File: src/rtl/uartms_pkg.sv
// Shared UART types and constants for the Tx engine and the baud generator.
package uartms_pkg;

  localparam int unsigned DATA_W = 8;
  localparam int unsigned BAUD_W = 12;
  localparam int unsigned TICK_W = 4;
  localparam int unsigned IDX_W  = 3;

  localparam logic [1:0] PRI_NONE = 2'd0;
  localparam logic [1:0] PRI_EVEN = 2'd1;
  localparam logic [1:0] PRI_ODD  = 2'd2;

  typedef enum logic [2:0] {IDLE, START, DATA, PARITY, STOP1, STOP2} tx_state_t;

  // Frame settings captured at launch and held for the whole frame
  typedef struct packed {
    logic [1:0]        pri_mod;
    logic              stop_bit;
    logic [BAUD_W-1:0] baud_16x;
  } tx_cfg_t;

  function automatic logic has_parity(input logic [1:0] mode);
    return (mode == PRI_EVEN) || (mode == PRI_ODD);
  endfunction

endpackage

File: src/rtl/uartms_tx_core_if.sv
// Tx FIFO read port: show-ahead head, empty flag and pop strobe.
interface uartms_tx_core_if;

  logic                            tx_fifo_empty;
  logic [uartms_pkg::DATA_W-1:0]   tx_fifo_rd_data;
  logic                            tx_fifo_rd_en;

  modport master (input tx_fifo_empty, input tx_fifo_rd_data, output tx_fifo_rd_en);
  modport slave  (output tx_fifo_empty, output tx_fifo_rd_data, input tx_fifo_rd_en);

endinterface

File: src/rtl/uartms_baud_gen.sv
// 16x baud divider: counts 0..div and flags the wrap cycle; sync clear restarts the period.
module uartms_baud_gen
  import uartms_pkg::*;
(
  input  logic              mclk,
  input  logic              reset_n,
  input  logic              clr,
  input  logic [BAUD_W-1:0] div,
  output logic              tick_c
);

  logic [BAUD_W-1:0] cnt;

  assign tick_c = (cnt == div);

  // cnt never passes div, so 12'hFFF wraps cleanly without overflow
  always_ff @(posedge mclk or negedge reset_n) begin
    if (!reset_n) begin
      cnt <= '0;
    end else if (clr || tick_c) begin
      cnt <= '0;
    end else begin
      cnt <= cnt + BAUD_W'(1);
    end
  end

endmodule

File: src/rtl/uartms_tx_core.sv
// UART transmit engine: pops bytes from the Tx FIFO and serialises them on txd.
module uartms_tx_core
  import uartms_pkg::*;
#(
  parameter int unsigned DW = DATA_W
)(
  input  logic                   mclk,
  input  logic                   reset_n,
  input  logic                   cfg_tx_enable,
  input  logic                   cfg_tx_stop_bit,
  input  logic [1:0]             cfg_pri_mod,
  input  logic [BAUD_W-1:0]      cfg_baud_16x,
  uartms_tx_core_if.master       tx_fifo,
  output logic                   txd,
  output logic                   tx_busy
);

  tx_state_t         state;
  tx_cfg_t           cfg_lat;
  logic [DW-1:0]     shift_reg;
  logic [TICK_W-1:0] bit_cnt;
  logic [IDX_W-1:0]  data_idx;
  logic              par_bit;

  logic tick_c;
  logic bit_end_c;
  logic last_stop_c;
  logic launch_c;
  logic baud_clr_c;

  assign bit_end_c   = tick_c && (bit_cnt == {TICK_W{1'b1}});
  assign last_stop_c = bit_end_c &&
                       ((state == STOP2) || ((state == STOP1) && !cfg_lat.stop_bit));
  // Pop strobe is the launch decision itself, so the head byte is taken in the same cycle
  assign launch_c    = reset_n && cfg_tx_enable && !tx_fifo.tx_fifo_empty &&
                       ((state == IDLE) || last_stop_c);
  assign baud_clr_c  = launch_c || (state == IDLE);

  assign tx_fifo.tx_fifo_rd_en = launch_c;

  uartms_baud_gen u_baud_gen (
    .mclk    (mclk),
    .reset_n (reset_n),
    .clr     (baud_clr_c),
    .div     (cfg_lat.baud_16x),
    .tick_c  (tick_c)
  );

  always_ff @(posedge mclk or negedge reset_n) begin
    if (!reset_n) begin
      state     <= IDLE;
      txd       <= 1'b1;
      tx_busy   <= 1'b0;
      cfg_lat   <= '0;
      shift_reg <= '0;
      bit_cnt   <= '0;
      data_idx  <= '0;
      par_bit   <= 1'b0;
    end else if (launch_c) begin
      state     <= START;
      txd       <= 1'b0;
      tx_busy   <= 1'b1;
      cfg_lat   <= '{pri_mod: cfg_pri_mod, stop_bit: cfg_tx_stop_bit, baud_16x: cfg_baud_16x};
      shift_reg <= tx_fifo.tx_fifo_rd_data;
      bit_cnt   <= '0;
      data_idx  <= '0;
      par_bit   <= (cfg_pri_mod == PRI_ODD) ? ~^tx_fifo.tx_fifo_rd_data
                                            :  ^tx_fifo.tx_fifo_rd_data;
    end else if ((state != IDLE) && tick_c) begin
      bit_cnt <= bit_cnt + TICK_W'(1);
      if (bit_end_c) begin
        case (state)
          START: begin
            state <= DATA;
            txd   <= shift_reg[0];
          end
          DATA: begin
            if (data_idx == IDX_W'(DW - 1)) begin
              if (has_parity(cfg_lat.pri_mod)) begin
                state <= PARITY;
                txd   <= par_bit;
              end else begin
                state <= STOP1;
                txd   <= 1'b1;
              end
            end else begin
              data_idx  <= data_idx + IDX_W'(1);
              shift_reg <= shift_reg >> 1;
              txd       <= shift_reg[1];
            end
          end
          PARITY: begin
            state <= STOP1;
            txd   <= 1'b1;
          end
          STOP1: begin
            txd <= 1'b1;
            if (cfg_lat.stop_bit) begin
              state <= STOP2;
            end else begin
              state   <= IDLE;
              tx_busy <= 1'b0;
            end
          end
          default: begin
            state   <= IDLE;
            txd     <= 1'b1;
            tx_busy <= 1'b0;
          end
        endcase
      end
    end
  end

endmodule

File: src/flat_wrapper.sv
// flat-port wrapper written by rule: the top's interface ports become plain ports
module uartms_tx_core_flat import uartms_pkg::*;
#(
  parameter int unsigned DW = DATA_W
)
  (mclk, reset_n, cfg_tx_enable, cfg_tx_stop_bit, cfg_pri_mod, cfg_baud_16x, txd, tx_busy, tx_fifo_tx_fifo_empty, tx_fifo_tx_fifo_rd_data, tx_fifo_tx_fifo_rd_en);
  uartms_tx_core_if tx_fifo_i ();
  input  logic mclk;
  input  logic reset_n;
  input  logic cfg_tx_enable;
  input  logic cfg_tx_stop_bit;
  input  logic [1:0] cfg_pri_mod;
  input  logic [BAUD_W-1:0] cfg_baud_16x;
  output logic txd;
  output logic tx_busy;
  input wire logic [$bits(tx_fifo_i.tx_fifo_empty)-1:0] tx_fifo_tx_fifo_empty;
  input wire logic [$bits(tx_fifo_i.tx_fifo_rd_data)-1:0] tx_fifo_tx_fifo_rd_data;
  output wire logic [$bits(tx_fifo_i.tx_fifo_rd_en)-1:0] tx_fifo_tx_fifo_rd_en;
  assign tx_fifo_i.tx_fifo_empty = tx_fifo_tx_fifo_empty;
  assign tx_fifo_i.tx_fifo_rd_data = tx_fifo_tx_fifo_rd_data;
  assign tx_fifo_tx_fifo_rd_en = tx_fifo_i.tx_fifo_rd_en;
  uartms_tx_core #(.DW(DW)) u_core (.mclk(mclk), .reset_n(reset_n), .cfg_tx_enable(cfg_tx_enable), .cfg_tx_stop_bit(cfg_tx_stop_bit), .cfg_pri_mod(cfg_pri_mod), .cfg_baud_16x(cfg_baud_16x), .tx_fifo(tx_fifo_i), .txd(txd), .tx_busy(tx_busy));
endmodule
File: config.mk
export PLATFORM = sky130hd
export DESIGN_NAME = uartms_tx_core_flat
export DESIGN_NICKNAME = d
export VERILOG_FILES = /design/src/rtl/uartms_pkg.sv /design/src/rtl/uartms_tx_core_if.sv /design/src/rtl/uartms_baud_gen.sv /design/src/rtl/uartms_tx_core.sv /design/src/flat_wrapper.sv
export SDC_FILE = /design/constraint.sdc
export NUM_CORES = 1
export LEC_CHECK = 0
export ABC_AREA = 1
export CAP_MARGIN = 20
export CORE_ASPECT_RATIO = 1.4
export CORE_MARGIN = 3
export CORE_UTILIZATION = 45
export DETAILED_ROUTE_END_ITERATION = 8
export PLACE_DENSITY = 0.65
export REMOVE_ABC_BUFFERS = 1
export SYNTH_ARGS = -nofsm -noshare
export SYNTH_HDL_FRONTEND = slang
export SYNTH_HIERARCHICAL = 1
export SYNTH_SLANG_ARGS = --single-unit
export TNS_END_PERCENT = 100
File: constraint.sdc
create_clock -name mclk -period 2 [get_ports mclk]
set_input_delay 0.2 -clock mclk [delete_from_list [all_inputs] [get_ports mclk]]
set_output_delay 0.2 -clock mclk [all_outputs]
set_load 0.05 [all_outputs]
==> results.toml, run 1 <==
[run_status]
status = "complete, but fails checks"
violations = "negative setup slack"

[yosys]
synth_area_leaders = "dfrtp_1 43%, nand2_1 22%, nand3_1 5.9%, inv_1 5.2%, nor2_1 4.4%"
synth_area_sq_um = 2740
yosysMostFrequentCell = "nand2_1"
synth_cells = 372
syn-mean-instance-area_sq_um = 7.36
yosysWarnings = 6
async_flop_share = 1.00
synth_top_area_cell = "dfrtp_1"
yosysSeqAreaShare = 0.439
ys_types = 27
synth-seq-cells = 48
synth_ff_type = "dfrtp_1"
synth_edf_count = 0
synth_commonest_cells = "158 x nand2_1, 47 x dfrtp_1, 38 x inv_1"
yosysTopAreaCellShare = 0.430

[worst_setup_path]
criticalPathCategory = "reg -> out"
crit_required_ns = 1.80
cp_max_fo = 3
start_kind = "register"
crit_arrival_ns = 1.91
crit_path_end_kind = "primary output"

[timing]
worstMarginPinSlew_ns = 0.630
rsz0062_at_grt = "yes"
slew-limit-headroom = 0.580
period_share = 1.05
finClkSkew_ns = 0.00572
setup_slack_ns = -0.107
holdWs_ns = 0.0187
max_freq_mhz = 475
hold_viol_final = 0
drv_slew = 0
setup_viol = 1
tns_ns = -0.107
min_period_ns = 2.11

[detailed_routing]
route.vias.total = 2476
wl_per_cell_um = 12.8
drt_iter0_markers = 105
wirelength_mm = 6.45
antenna_left = 0
first_pass_iters = 5
remaining_drc_errors = 0
viasPerCell = 4.90

[power_and_ir_drop]
p_int_mw = 1.59
p_sw_uw = 683
power_leakage_nw = 1.81
switching_share = 0.300
vdd_drop_max_mv = 0.284
p_clk_frac = 0.268
power.density_nw_per_um2 = 649
pwr-share-seq = 0.517
pwr-share-comb = 0.215

[grt]
grt_overflow_total = 0
antenna_found_initial = 0
grt_start_max_net_pins = 49
grt_pass1_vias = 2379
grtUsageTotal = 0.189
grt_pass1_wl_mm = 10.6

[placed_design]
io_buffers = 29
hpwl_mm = 4.25
place_ws_ns = -0.0360
place.gp.congestion = 0.859

[clock_network]
ctsLongestPathBuffers = 2
htreeDepth = 2
cts_num_sinks = 48
clk_pin_slew_ns = 0.09
cts_hold_buf = 0
clock_latency_ns = 0.30
cts_made_buffers = 5
clockRootBuffer = "clkbuf_8"
cts_tree = "done"

[floorplan]
io_pins = 30
die_w_um = 71.9
row_count = 33
fp.dieArea_sq_um = 7070
die_y_um = 98.3
core-area_sq_um = 5860
start_util = 0.467

[hold_path]
min-delay-path-class = "in -> async"

[final_layout]
nets = 465
n_antenna_cell = 0
multiInputGateArea_sq_um = 1360
register_area_sq_um = 1200
layout-drive-gt1-share = 0.168
largest_register_ffs = 15
syn_to_final_growth_pct = 28.1
fill_cells = 566
fin_util = 0.598

[flow_run]
drv_cap = 0
-- through the flow --
| step | cell area [sq um] | power, mW | std cells |
|---|---|---|---|
| global route | 3500 | 2.43 | 505 |
| floorplan | 2650 | 1.46 | 364 |
| CTS | 3360 | 2.28 | 494 |
| detailed placement | 3150 | 1.64 | 477 |
| global placement | 3150 | 1.62 | 477 |
| finish | 3500 | 2.27 | 505 |
-- power by group through the flow --
stage               Combinational, mW  Clock (mW)  Sequential [mW]
floorplan                       0.288           0             1.17
global placement                0.432           0             1.19
detailed placement              0.446           0             1.19
CTS                             0.465       0.635             1.18
global route                    0.560       0.679             1.19
finish                          0.489       0.609             1.18
-- layout make-up --
type | count | area share
Multi-Input combinational cell | 277 | 0.387
Sequential cell | 48 | 0.343
Timing Repair Buffer | 61 | 0.173
Inverter | 41 | 0.0453
Tap cell | 70 | 0.0250
Clock buffer | 6 | 0.0236
Clock inverter | 2 | 0.00286
-- per-layer routing --
| metal | vias up | track usage | share of wire |
|---|---|---|---|
| met4 | 0 | 0.0781 | 0.021 |
| met5 | - | 0 | 0 |
| met2 | 50 | 0.345 | 0.56 |
| li1 | 1262 | - | - |
| met1 | 1152 | 0.209 | 0.39 |
| met3 | 12 | 0.0360 | 0.036 |
-- cell usage in the layout, fill, tap and decap left out, types with 4 or more instances in the layout --
master,count
buf_4,27
nor2_1,30
xor2_1,9
inv_1,34
nand3_2,4
ha_1,4
clkbuf_8,6
inv_2,6
nand2_4,5
o21ai_1,4
o21ai_0,7
nand2_1,155
clkdlybuf4s50_1,27
nand3_1,31
xnor2_1,8
nor2_2,6
dfrtp_1,47
-- critical path, cell delays in order, from the launching register on --
cell and delay, ns:
dfrtp_1 0.40, xnor2_1 0.17, nand2_1 0.08, nor2_2 0.14, nand3_2 0.11, inv_2 0.08, nand2_2 0.07, nor2_4 0.11
nand3_2 0.12, nand2_4 0.11, buf_12 0.11, buf_12 0.12
-- cells by family (layout without fill, tap and decap cells) --
| logic type | Yosys count | count (layout) | share of synthesized area |
|---|---|---|---|
| flops | 48 | 48 | 0.439 |
| xor+xnor | 17 | 17 | 0.0544 |
| compound gates | 15 | 15 | 0.0279 |
| buf+inv | 49 | 110 | 0.0869 |
| simple gates | 239 | 241 | 0.373 |
| fa+ha+maj | 4 | 4 | 0.0183 |
-- what timing repair did --
item                                    in CTS  in global routing
gates resized for setup                      9                 12
pin swaps                                    3                  9
gates cloned                                 1                  3
buffers inserted                             8                  8
endpoints found under the setup margin      22                 47
-- path summary, 6_finish.rpt --
check | startpoint | endpoint | slack (ns) | cells past startpoint
setup / recovery | u_core/cfg_lat[2]$_DFFE_PN0P_ | tx_fifo_tx_fifo_rd_en | -0.11 | 11
setup reg to reg | u_core/cfg_lat[2]$_DFFE_PN0P_ | u_core/cfg_lat[12]$_DFFE_PN0P_ | 0.02 | 13
hold / removal | reset_n | u_core/cfg_lat[0]$_DFFE_PN0P_ | 0.02 | 2
hold reg to reg | u_core/txd$_DFFE_PN1P_ | u_core/txd$_DFFE_PN1P_ | 0.48 | 2
max in group asynchronous | reset_n | u_core/shift_reg[5]$_DFFE_PN0P_ | 1.55 | 2
min in group mclk | cfg_baud_16x[6] | u_core/cfg_lat[6]$_DFFE_PN0P_ | 0.43 | 3
(Power assumes the default switching activity.)
==> run 2: changes to the inputs <==
--- a/config.mk
+++ b/config.mk
@@ -6,7 +6,6 @@
 export NUM_CORES = 1
 export LEC_CHECK = 0
 export ABC_AREA = 1
-export CAP_MARGIN = 20
 export CORE_ASPECT_RATIO = 1.4
 export CORE_MARGIN = 3
 export CORE_UTILIZATION = 45
==> results of run 2 <==
Final layout, timing and power as in run 1 (identical DEF).
==> run 3: changes to the inputs <==
--- a/config.mk
+++ b/config.mk
@@ -9,6 +9,7 @@
 export CORE_ASPECT_RATIO = 1.4
 export CORE_MARGIN = 3
 export CORE_UTILIZATION = 45
+export CTS_CLUSTER_SIZE = 14
 export DETAILED_ROUTE_END_ITERATION = 8
 export PLACE_DENSITY = 0.65
 export REMOVE_ABC_BUFFERS = 1
==> results of run 3 <==
Final layout, timing and power as in run 1 (identical DEF).
